==> src/rtl/sobel_pkg.sv <==
// Shared defaults, FSM state encoding and Sobel kernel weights for the Sobel core.
package sobel_pkg;

    localparam int DATA_WIDTH_DEF = 8;
    localparam int ADDR_WIDTH_DEF = 16;

    // Kernel weights: outer taps and the centre tap of each gradient column/row.
    localparam int K_SIDE = 1;
    localparam int K_MID  = 2;

    typedef enum logic [1:0] {
        S_IDLE,
        S_RUN,
        S_FLUSH,
        S_DONE
    } state_e;

endpackage

==> src/rtl/sobel_line_buffer.sv <==
// One image row of pixel storage: combinational read, write on the clock edge.
// Read-before-write: a read and a write to the same address in one cycle return the old entry.
module sobel_line_buffer #(
    parameter int DATA_WIDTH = 8,
    parameter int DEPTH      = 5,
    parameter int AW         = $clog2(DEPTH)
) (
    input  logic                  clk,
    input  logic                  we,
    input  logic [AW-1:0]         addr,
    input  logic [DATA_WIDTH-1:0] wr_dat,
    output logic [DATA_WIDTH-1:0] rd_dat
);

    logic [DATA_WIDTH-1:0] mem_q [DEPTH];

    assign rd_dat = mem_q[addr];

    always_ff @(posedge clk) begin
        if (we) begin
            mem_q[addr] <= wr_dat;
        end
    end

endmodule

==> src/rtl/sobel_filter_core.sv <==
// Sobel gradient-magnitude filter over a raster pixel stream; SOBEL_THRESHOLD_EN binarizes o_pixel.
// Latency: output k is valid two cycles after input k+IMAGE_WIDTH+1 is accepted; FLUSH drains the tail.
// Backpressure: none; gaps in i_valid stall the window, the consumer must take every o_valid.
module sobel_filter_core
    import sobel_pkg::*;
#(
    parameter int DATA_WIDTH   = DATA_WIDTH_DEF,
    parameter int ADDR_WIDTH   = ADDR_WIDTH_DEF,
    parameter int IMAGE_WIDTH  = 5,
    parameter int IMAGE_HEIGHT = 5,
    parameter int THRESHOLD    = 128
) (
    input  logic                  clk,
    input  logic                  rst,
    input  logic                  i_en,
    input  logic                  i_valid,
    input  logic [DATA_WIDTH-1:0] i_pixel,
    output logic                  o_valid,
    output logic [DATA_WIDTH-1:0] o_pixel,
    output logic [ADDR_WIDTH-1:0] o_addr,
    output logic                  o_idle,
    output logic                  o_busy,
    output logic                  o_done
);

    localparam int N  = IMAGE_WIDTH * IMAGE_HEIGHT;
    localparam int CW = $clog2(IMAGE_WIDTH);
    localparam int RW = $clog2(IMAGE_HEIGHT);
    localparam int GW = DATA_WIDTH + 3;

    localparam logic [ADDR_WIDTH-1:0] LAST_IDX  = ADDR_WIDTH'(N - 1);
    localparam logic [ADDR_WIDTH-1:0] FIRST_OUT = ADDR_WIDTH'(IMAGE_WIDTH + 1);
    localparam logic [CW-1:0]         COL_LAST  = CW'(IMAGE_WIDTH - 1);
    localparam logic [RW-1:0]         ROW_LAST  = RW'(IMAGE_HEIGHT - 1);
    localparam logic [GW-1:0]         MAG_MAX   = {3'b000, {DATA_WIDTH{1'b1}}};

    if (IMAGE_WIDTH < 3 || IMAGE_HEIGHT < 3 || THRESHOLD < 0) begin : g_param_check
        $error("sobel_filter_core: image must be at least 3x3 and THRESHOLD non-negative");
    end

    state_e                state_q,    state_d;
    logic [CW-1:0]         in_col_q,   in_col_d;
    logic [ADDR_WIDTH-1:0] in_idx_q,   in_idx_d;
    logic [DATA_WIDTH-1:0] win_q [3][3];
    logic [DATA_WIDTH-1:0] win_d [3][3];
    logic                  s1_vld_q,   s1_vld_d;
    logic [CW-1:0]         out_col_q,  out_col_d;
    logic [RW-1:0]         out_row_q,  out_row_d;
    logic [ADDR_WIDTH-1:0] out_addr_q, out_addr_d;
    logic                  o_valid_q,  o_valid_d;
    logic [DATA_WIDTH-1:0] o_pixel_q,  o_pixel_d;
    logic [ADDR_WIDTH-1:0] o_addr_q,   o_addr_d;
    logic                  o_idle_q,   o_idle_d;
    logic                  o_busy_q,   o_busy_d;
    logic                  o_done_q,   o_done_d;

    logic                  accept;
    logic                  flush_emit;
    logic                  border;
    logic [DATA_WIDTH-1:0] lb0_rd_dat;
    logic [DATA_WIDTH-1:0] lb1_rd_dat;
    int                    gx_i;
    int                    gy_i;
    logic signed [GW-1:0]  gx;
    logic signed [GW-1:0]  gy;
    logic [GW-1:0]         abs_gx;
    logic [GW-1:0]         abs_gy;
    logic [GW-1:0]         mag;
    logic [DATA_WIDTH-1:0] pix;

    assign accept     = (state_q == S_RUN) && i_valid;
    assign flush_emit = (state_q == S_FLUSH) && !s1_vld_q && !(o_valid_q && o_addr_q == LAST_IDX);
    assign border     = (out_row_q == '0) || (out_row_q == ROW_LAST) ||
                        (out_col_q == '0) || (out_col_q == COL_LAST);

    // lb0 holds the previous row, lb1 the row before it; lb1 is fed from lb0's old entry.
    sobel_line_buffer #(
        .DATA_WIDTH (DATA_WIDTH),
        .DEPTH      (IMAGE_WIDTH),
        .AW         (CW)
    ) u_lb0 (
        .clk    (clk),
        .we     (accept),
        .addr   (in_col_q),
        .wr_dat (i_pixel),
        .rd_dat (lb0_rd_dat)
    );

    sobel_line_buffer #(
        .DATA_WIDTH (DATA_WIDTH),
        .DEPTH      (IMAGE_WIDTH),
        .AW         (CW)
    ) u_lb1 (
        .clk    (clk),
        .we     (accept),
        .addr   (in_col_q),
        .wr_dat (lb0_rd_dat),
        .rd_dat (lb1_rd_dat)
    );

    always_comb begin
        gx_i = (K_SIDE * int'(win_q[0][2]) + K_MID * int'(win_q[1][2]) + K_SIDE * int'(win_q[2][2]))
             - (K_SIDE * int'(win_q[0][0]) + K_MID * int'(win_q[1][0]) + K_SIDE * int'(win_q[2][0]));
        gy_i = (K_SIDE * int'(win_q[2][0]) + K_MID * int'(win_q[2][1]) + K_SIDE * int'(win_q[2][2]))
             - (K_SIDE * int'(win_q[0][0]) + K_MID * int'(win_q[0][1]) + K_SIDE * int'(win_q[0][2]));
        gx     = GW'(gx_i);
        gy     = GW'(gy_i);
        abs_gx = gx[GW-1] ? -gx : gx;
        abs_gy = gy[GW-1] ? -gy : gy;
        mag    = abs_gx + abs_gy;
`ifdef SOBEL_THRESHOLD_EN
        pix = (mag >= GW'(THRESHOLD)) ? {DATA_WIDTH{1'b1}} : '0;
`else
        pix = (mag > MAG_MAX) ? {DATA_WIDTH{1'b1}} : mag[DATA_WIDTH-1:0];
`endif
    end

    always_comb begin
        state_d    = state_q;
        in_col_d   = in_col_q;
        in_idx_d   = in_idx_q;
        win_d      = win_q;
        s1_vld_d   = 1'b0;
        out_col_d  = out_col_q;
        out_row_d  = out_row_q;
        out_addr_d = out_addr_q;
        o_valid_d  = 1'b0;
        o_pixel_d  = o_pixel_q;
        o_addr_d   = o_addr_q;

        case (state_q)
            S_IDLE: begin
                if (i_en) begin
                    state_d    = S_RUN;
                    in_col_d   = '0;
                    in_idx_d   = '0;
                    out_col_d  = '0;
                    out_row_d  = '0;
                    out_addr_d = '0;
                end
            end
            S_RUN: begin
                if (i_valid && in_idx_q == LAST_IDX) begin
                    state_d = S_FLUSH;
                end
            end
            S_FLUSH: begin
                if (o_valid_q && o_addr_q == LAST_IDX) begin
                    state_d = S_DONE;
                end
            end
            default: state_d = S_IDLE;
        endcase

        if (accept) begin
            for (int r = 0; r < 3; r++) begin
                win_d[r][0] = win_q[r][1];
                win_d[r][1] = win_q[r][2];
            end
            win_d[0][2] = lb1_rd_dat;
            win_d[1][2] = lb0_rd_dat;
            win_d[2][2] = i_pixel;
            in_col_d    = (in_col_q == COL_LAST) ? '0 : in_col_q + CW'(1);
            in_idx_d    = (in_idx_q == LAST_IDX) ? '0 : in_idx_q + ADDR_WIDTH'(1);
            // The window is centred on index in_idx_q-IMAGE_WIDTH-1 once enough rows exist.
            s1_vld_d    = (in_idx_q >= FIRST_OUT);
        end

        if (s1_vld_q || flush_emit) begin
            o_valid_d  = 1'b1;
            o_addr_d   = out_addr_q;
            o_pixel_d  = (flush_emit || border) ? '0 : pix;
            out_addr_d = out_addr_q + ADDR_WIDTH'(1);
            out_col_d  = (out_col_q == COL_LAST) ? '0 : out_col_q + CW'(1);
            if (out_col_q == COL_LAST) begin
                out_row_d = (out_row_q == ROW_LAST) ? '0 : out_row_q + RW'(1);
            end
        end

        o_idle_d = (state_d == S_IDLE);
        o_busy_d = (state_d == S_RUN) || (state_d == S_FLUSH);
        o_done_d = (state_d == S_DONE);
    end

    always_ff @(posedge clk) begin
        if (rst) begin
            state_q    <= S_IDLE;
            in_col_q   <= '0;
            in_idx_q   <= '0;
            for (int r = 0; r < 3; r++) begin
                for (int c = 0; c < 3; c++) begin
                    win_q[r][c] <= '0;
                end
            end
            s1_vld_q   <= 1'b0;
            out_col_q  <= '0;
            out_row_q  <= '0;
            out_addr_q <= '0;
            o_valid_q  <= 1'b0;
            o_pixel_q  <= '0;
            o_addr_q   <= '0;
            o_idle_q   <= 1'b1;
            o_busy_q   <= 1'b0;
            o_done_q   <= 1'b0;
        end else begin
            state_q    <= state_d;
            in_col_q   <= in_col_d;
            in_idx_q   <= in_idx_d;
            win_q      <= win_d;
            s1_vld_q   <= s1_vld_d;
            out_col_q  <= out_col_d;
            out_row_q  <= out_row_d;
            out_addr_q <= out_addr_d;
            o_valid_q  <= o_valid_d;
            o_pixel_q  <= o_pixel_d;
            o_addr_q   <= o_addr_d;
            o_idle_q   <= o_idle_d;
            o_busy_q   <= o_busy_d;
            o_done_q   <= o_done_d;
        end
    end

    assign o_valid = o_valid_q;
    assign o_pixel = o_pixel_q;
    assign o_addr  = o_addr_q;
    assign o_idle  = o_idle_q;
    assign o_busy  = o_busy_q;
    assign o_done  = o_done_q;

endmodule

==> config.mk <==
export PLATFORM = sky130hd
export DESIGN_NAME = sobel_filter_core
export DESIGN_NICKNAME = d
export VERILOG_FILES = /design/src/rtl/sobel_pkg.sv /design/src/rtl/sobel_line_buffer.sv /design/src/rtl/sobel_filter_core.sv
export SDC_FILE = /design/constraint.sdc
export NUM_CORES = 1
export LEC_CHECK = 0
export BUFFER_PORTS_ARGS = -buffer_cell sky130_fd_sc_hd__buf_2
export CORE_ASPECT_RATIO = 0.8
export CORE_UTILIZATION = 28
export DETAILED_ROUTE_END_ITERATION = 10
export GPL_ROUTABILITY_DRIVEN = 0
export SLEW_MARGIN = 5
export SYNTH_ARGS = -nofsm -noshare
export SYNTH_HDL_FRONTEND = slang
export SYNTH_SLANG_ARGS = --single-unit
export TNS_END_PERCENT = 30
==> constraint.sdc <==
create_clock -name clk -period 7.6 [get_ports clk]
set_input_delay 1.52 -clock clk [delete_from_list [all_inputs] [get_ports clk]]
set_output_delay 1.52 -clock clk [all_outputs]
set_load 0.005 [all_outputs]
Yosys cells after proc, flatten, opt, wreduce, memory -nomap -nowiden
Memories as Yosys holds them, arrays and structs flattened. A register that Yosys moved wholly into a read port is not among the register bits.
Index checks and enable logic that the tools add are counted.
{ "word_totals": {"elab_cells": 107, "mem_bits_rw": 80, "regBits": 136, "mem_bits_ro": 0, "out_inout_bits": 28, "n_memories": 2, "input_bits": 12, "latch_bits": 0} }
{ "memory_table": {"columns": ["name", "depth", "word_bits", "rd", "rd_ports_with_merged_regs", "write_ports", "line", "rtl"], "rows": [
  ["u_lb0.mem_q", 5, 8, 1, 1, 1, "sobel_line_buffer.sv:15", "logic [DATA_WIDTH-1:0] mem_q [DEPTH];"],
  ["u_lb1.mem_q", 5, 8, 1, 1, 1, "sobel_line_buffer.sv:15", null]
]} }
{ "op_classes": {"n_bitwise": 1, "div": 0, "mul": 0, "n_lt_le_gt_ge": 2, "eq_ne": 10, "n_addsub": 18, "shift": 0, "muxes": 29, "reduce_logical": 24} }
{ "ops": {"columns": ["operator", "n"], "rows": [
  ["two-way mux 16 bit", 5],
  ["adder 10 x 8 -> 11 bit", 4],
  ["adder 8 x 9 -> 10 bit", 4],
  ["two-way mux 3 bit", 13],
  ["adder 16 x 1 -> 16 bit (second input constant)", 2],
  ["equality test 16 x 5 -> 1 bit (second input constant)", 2],
  ["two-way mux 11 bit", 2],
  ["negator 11 bit", 2],
  ["subtractor 11 bit", 2],
  [">= comparator 16 x 3 -> 1 bit (second input constant)", 1],
  ["two-way mux 8 bit", 2],
  ["adder 11 bit", 1],
  ["> comparator 11 x 8 -> 1 bit (second input constant)", 1],
  ["adder 3 x 1 -> 3 bit (second input constant)", 3],
  ["equality test 3 bit (second input constant)", 3],
  ["nonzero test 2 bit", 4],
  ["equality test 2 bit (second input constant)", 3],
  ["logical NOT 3 bit", 2],
  ["logical OR 1 bit", 6],
  ["two-way mux 2 bit", 3],
  ["one-hot mux 2 bit (3 select lines)", 1],
  ["logical AND 1 bit", 5],
  ["equality test 2 x 1 -> 1 bit (second input constant)", 2],
  ["logical NOT 2 bit", 2],
  ["5 further kinds", 9]
]} }

Logic depth before layout (Yosys ltp)
{ "logic_depth": {"depth_word": 9, "mapped_depth": 26, "depth_no_buf": 26} }

Hierarchy
Synthesis repeated with hierarchy kept, for this count alone.
{ "hier_totals": {"cells_unflattened": 1323, "hier_area_um2": 12293.0} }
{ "by_module_without_submodules": {"columns": ["mod", "cells_each", "instances", "area_per_inst_um2", "seq_area_each_um2"], "rows": [
  ["sobel_filter_core", 1151, 1, 9190.1, 2882.8],
  ["sobel_line_buffer", 86, 2, 1551.5, 1201.2]
]} }

Worst setup path before layout
No wires, ideal clock.
{ "synth_path": {"kind": "flip-flop to flip-flop", "startpoint": "reg win_q[51] (netlist name)", "endpoint": "reg o_pixel_q[6] (netlist: o_pixel[6])", "stages_incl_launch_ff": 25, "slack_ns": 1.787, "setup_ns": 0.152, "arrival_ns": 5.661, "period_less_slack_ns": 5.813, "path_cell_list": "dfxtp_1 inv_1 fa_1 fa_1 inv_1 fa_1 inv_1 ha_1 o21ai_1 o21bai_1 a2111oi_2 nor3_1 a31o_1 buf_6 mux2_2 fa_1 a21o_1 a21o_1 and2_1 o21ai_1 nand2b_1 a21oi_1 xor2_1 xnor2_1 a41oi_1"} }
{ "synth_between": {"elab_chain_cells": 9, "elab_cells_between_ends": 13} }
{ "synth_lines": {"columns": ["item", "line", "rtl"], "rows": [
  ["adder 8 x 9 -> 10 bit", "sobel_filter_core.sv:102", "gx_i = (K_SIDE * int'(win_q[0][2]) + K_MID * int'(win_q[1][2]) + K_SIDE * int'(win_q[2][2]))"],
  ["adder 10 x 8 -> 11 bit", "sobel_filter_core.sv:102", null],
  ["subtractor 11 bit", "sobel_filter_core.sv:103", "- (K_SIDE * int'(win_q[0][0]) + K_MID * int'(win_q[1][0]) + K_SIDE * int'(win_q[2][0]));"],
  ["negator 11 bit", "sobel_filter_core.sv:108", "abs_gx = gx[GW-1] ? -gx : gx;"],
  ["two-way mux 11 bit", "sobel_filter_core.sv:108", null],
  ["adder 11 bit (*)", "sobel_filter_core.sv:110", "mag = abs_gx + abs_gy;"],
  ["> comparator 11 x 8 -> 1 bit", "sobel_filter_core.sv:114", "pix = (mag > MAG_MAX) ? {DATA_WIDTH{1'b1}} : mag[DATA_WIDTH-1:0];"],
  ["two-way mux 8 bit (*)", "sobel_filter_core.sv:114", null],
  ["two-way mux 8 bit (*)", "sobel_filter_core.sv:172", "o_pixel_d = (flush_emit || border) ? '0 : pix;"],
  ["end signal, assigned", "sobel_filter_core.sv:215", "o_pixel_q <= o_pixel_d;"],
  ["end, declared", "sobel_filter_core.sv:51", "logic [DATA_WIDTH-1:0] o_pixel_q, o_pixel_d;"]
]} }
Every way passes the cells marked *; elsewhere a longest branch is shown, timed or not.
A chain may end at the register's enable or synchronous reset.

Worst setup path in the final report
{ "layout_path": {"startpoint": "reg win_q[51] (netlist name)", "endpoint": "reg o_pixel_q[2] (netlist: o_pixel[2])"} }
{ "layout_between": {"elab_chain_cells": 9, "elab_cells_between_ends": 13} }
{ "layout_lines": {"columns": ["item", "line"], "rows": [
  ["adder 8 x 9 -> 10 bit", "sobel_filter_core.sv:102"],
  ["adder 10 x 8 -> 11 bit", "sobel_filter_core.sv:102"],
  ["subtractor 11 bit", "sobel_filter_core.sv:103"],
  ["negator 11 bit", "sobel_filter_core.sv:108"],
  ["two-way mux 11 bit", "sobel_filter_core.sv:108"],
  ["adder 11 bit (*)", "sobel_filter_core.sv:110"],
  ["> comparator 11 x 8 -> 1 bit", "sobel_filter_core.sv:114"],
  ["two-way mux 8 bit (*)", "sobel_filter_core.sv:114"],
  ["two-way mux 8 bit (*)", "sobel_filter_core.sv:172"]
]} }
Marked as above.

==> impl_metrics.ini <==
[global_routing]
first_global_vias = 8424
grt_max_degree = 97
antenna_found_initial = 0
gr-usage-all-layers_pct = 11.59
overflow = 0
grt_pass1_wl_um = 41960

[power_and_ir_drop]
peakVddDrop_v = 0.0002544
power_frac_seq_pct = 32.8
pwr-share-comb_pct = 37.7
internal_power_w = 0.002569
switching_power_w = 0.001350
power_density_nw_per_um2 = 289.7
p_leak_nw = 4.852
switching_share_pct = 34.45
clockPowerShare_pct = 29.5

[logic_synthesis]
muxShareOfSynthArea_pct = 4.797
ys_seq_elements = 227
yosysSeqAreaShare_pct = 44.64
synthSimpleGateAreaFrac_pct = 14.19
synth_xor_area_share_pct = 2.560
synth_top_family_by_area = adder cells
synth-main-ff-cell = dfxtp_1
synth_compound_area_share_pct = 12.05
yosysTopAreaCell = dfxtp_1
synth-edff-count = 80
synth_area_leaders = dfxtp_1 25%, edfxtp_1 20%, fa_1 11%, nand2_1 5.9%, a21oi_1 5.2%
async_flop_share_pct = 0
synth.top_cell.area_share_pct = 24.58
syn_area_um2 = 11970
ys_warn_count = 0
synth-adder-area-share_pct = 15.55
syn_area_per_cell_um2 = 9.766
synth.distinct_cells = 57
syn-num-nets = 1349
netlist_instances = 1226

[clock_network]
clk_latency_ps = 520
clk_pin_slew_worst_paths_ps = 70
cts_buffers = 24
numClockSinks = 227
htreeDepth = 1
postCtsHoldBufs = 0
cts_resized = 0
postCtsSetupBuffers = 0
cts_tree = built
cts_root_buf = clkbuf_16
clockBufferDepth = 3

[timing]
fin_crit_ps = 6472
max_slew_margin_pct = 30.82
tns_ps = 0
finalMaxSlewViolations = 0
finalSetupViolations = 0
tightest_slew_ps = 1038
fmax_mhz = 154.5
min_period_over_period_pct = 85.16
finClkSkew_ps = 10.82
rsz0062_at_grt = false
hold_violations = 0

[routing]
routed_wirelength_um = 24560
vias = 8413
first_pass_iters = 5
drtAntennaViolNets = 0
wl_met1_um = 12160
drt_iter0_markers = 513
drcViolationCount = 0
wl_met2_um = 11140
route.met3.wl_um = 901
viasPerCell = 4.635
top_layer = met4
routedWlPerCell_um = 13.53

[final_layout]
fill_cells = 4260
nNetsFinal = 1368
final_common_cell = nand2_1
drive_above_1_share_pct = 10.21
antenna_cells = 0
layout_common_cells = 187 x nand2_1, 147 x dfxtp_1, 140 x inv_1, 125 x a21oi_1, 91 x nor2_1
syn2layout_area_growth_pct = 13.01
finish.utilization_pct = 32.22

[worst_setup_path]
worst-setup-path-type = flop to flop
crit_required_ps = 7960
end_kind = flop
cp_slowest_stage_delay_ps = 540
startpoint = win_q[51]
path_cells = inv_1, fa_1, fa_1, inv_1, fa_1, inv_1, ha_1, o21ai_1, o21bai_1, a2111oi_2, nor3_1, a31o_1, mux2_2, fa_1, a21o_1, a21o_1, and2_1, o21ai_1, nand2b_1, a21oi_1, xor2_1, xnor2_1, a41oi_1
arrival_ps = 6830
worstPathMaxFanout = 10
crit_top_cell = fa_1
r2r_start = win_q[51]
start_kind = flop
critPathSlowestCell = fa_1

[place]
dp_hpwl_um = 17080
numPortBuffers = 39

[status]
outcome = finished clean

[die]
die_h_um = 187.0
start_util_pct = 28.51
io_pins = 40
core-area_um2 = 42000
fp.dieW_um = 233.2
die_area_um2 = 43600
rows = 67

[worst_hold_path]
hp-class = flop to flop
worstHoldStart = win_q[33]

[flow_run]
cap_viol_max_count = 0
==> per-layer routing <==
metal,global-route usage (%),up-vias
met4,2.363,0
met2,18.48,132
met3,2.027,27
li1,-,4202
met1,16.37,4052
met5,0,-
==> registers in the layout (all words and copies together), names as in the netlist, named ones only <==
register     cells
out_addr_q      16
out_col_q        3
o_pixel          8
u_lb1.mem_q     40
o_busy           1
o_addr          16
s1_vld_q         1
o_valid          1
u_lb0.mem_q     40
in_idx_q        16
o_idle           1
state_q          2
o_done           1
win_q           72
in_col_q         3
out_row_q        3
==> stage by stage <==
step / cells / cell area, µm² / hold slack [ps] / total power, W / setup WS, ps
6_report: 1815 / 13530 / 452.9 / 0.003919 / 1128
5_1_grt: 1815 / 13530 / 473.2 / 0.004207 / 603.6
4_1_cts: 1815 / 13530 / 455.5 / 0.003946 / 1146
3_5_place_dp: 1771 / 12750 / 446.9 / 0.002785 / 1156
3_3_place_gp: 1771 / 12750 / 436.4 / 0.002759 / 1350
2_1_floorplan: 1226 / 11970 / 432.1 / 0.002493 / 1787
==> final cells by class <==
type                            instances  area (µm²)  area share, %
Clock buffer                           34       700.7          5.178
Clock inverter                         10       78.83         0.5826
Inverter                              140       525.5          3.884
Multi-Input combinational cell        803        5917          43.73
Sequential cell                       227        5345          39.50
Tap cell                              552       690.7          5.104
Timing Repair Buffer                   49       272.8          2.016
==> power groups by stage <==
stage	sequential (W)	clock [W]	combinational [W]
finish	0.00129	0.00115	0.00148
floorplan	0.00131	0	0.00119
global route	0.00129	0.00124	0.00168
CTS	0.00129	0.00118	0.00148
detailed placement	0.00131	0	0.00147
global placement	0.00131	0	0.00145
==> worst max-delay path, delay by kind of cell, from the launching register on <==
family | cells | cell delay (ps)
simple gates | 3 | 540
fa+ha+maj | 5 | 2350
buf+inv | 3 | 170
compound gates | 9 | 1780
flops | 1 | 390
mux | 1 | 420
xor+xnor | 2 | 650
==> worst paths after layout <==
kind,end,cells after the start,slack [ps]
setup / recovery,o_pixel[2],23,1130
hold / removal,win_q[41],2,450
setup reg to reg,o_pixel[2],23,1130
hold reg to reg,win_q[41],2,450
==> synth_stat cells (all sizes together) (2+ instances only) <==
cell type and instances:
and2 3, nor2 92, xor2 11, inv 140, nand3b 7, a22oi 6, a31oi 6, a311oi 10
clkbuf 48, a31o 2, nor4b 3, fa 63, a21o 16, xnor2 24, o31ai 2, nand3 30
nand2b 5, a21boi 5, o21ai 27, and3 7, o21bai 3, a2111oi 2, or3 3, a21oi 125
nor3b 6, nor4 9, edfxtp 80, or2 3, dfxtp 147, nand4 2, and4 2, a41oi 9
mux2i 9, nor3 14, mux4 16, mux2 11, buf 8, a211oi 19, o21a 3, nor2b 5
nand2 187, ha 48
==> kinds of logic after synthesis <==
group | after synthesis
fa+ha+maj | 111
simple gates | 383
mux | 36
buf+inv | 196
xor+xnor | 35
compound gates | 238
flops | 227
(Power assumes the default switching activity.)
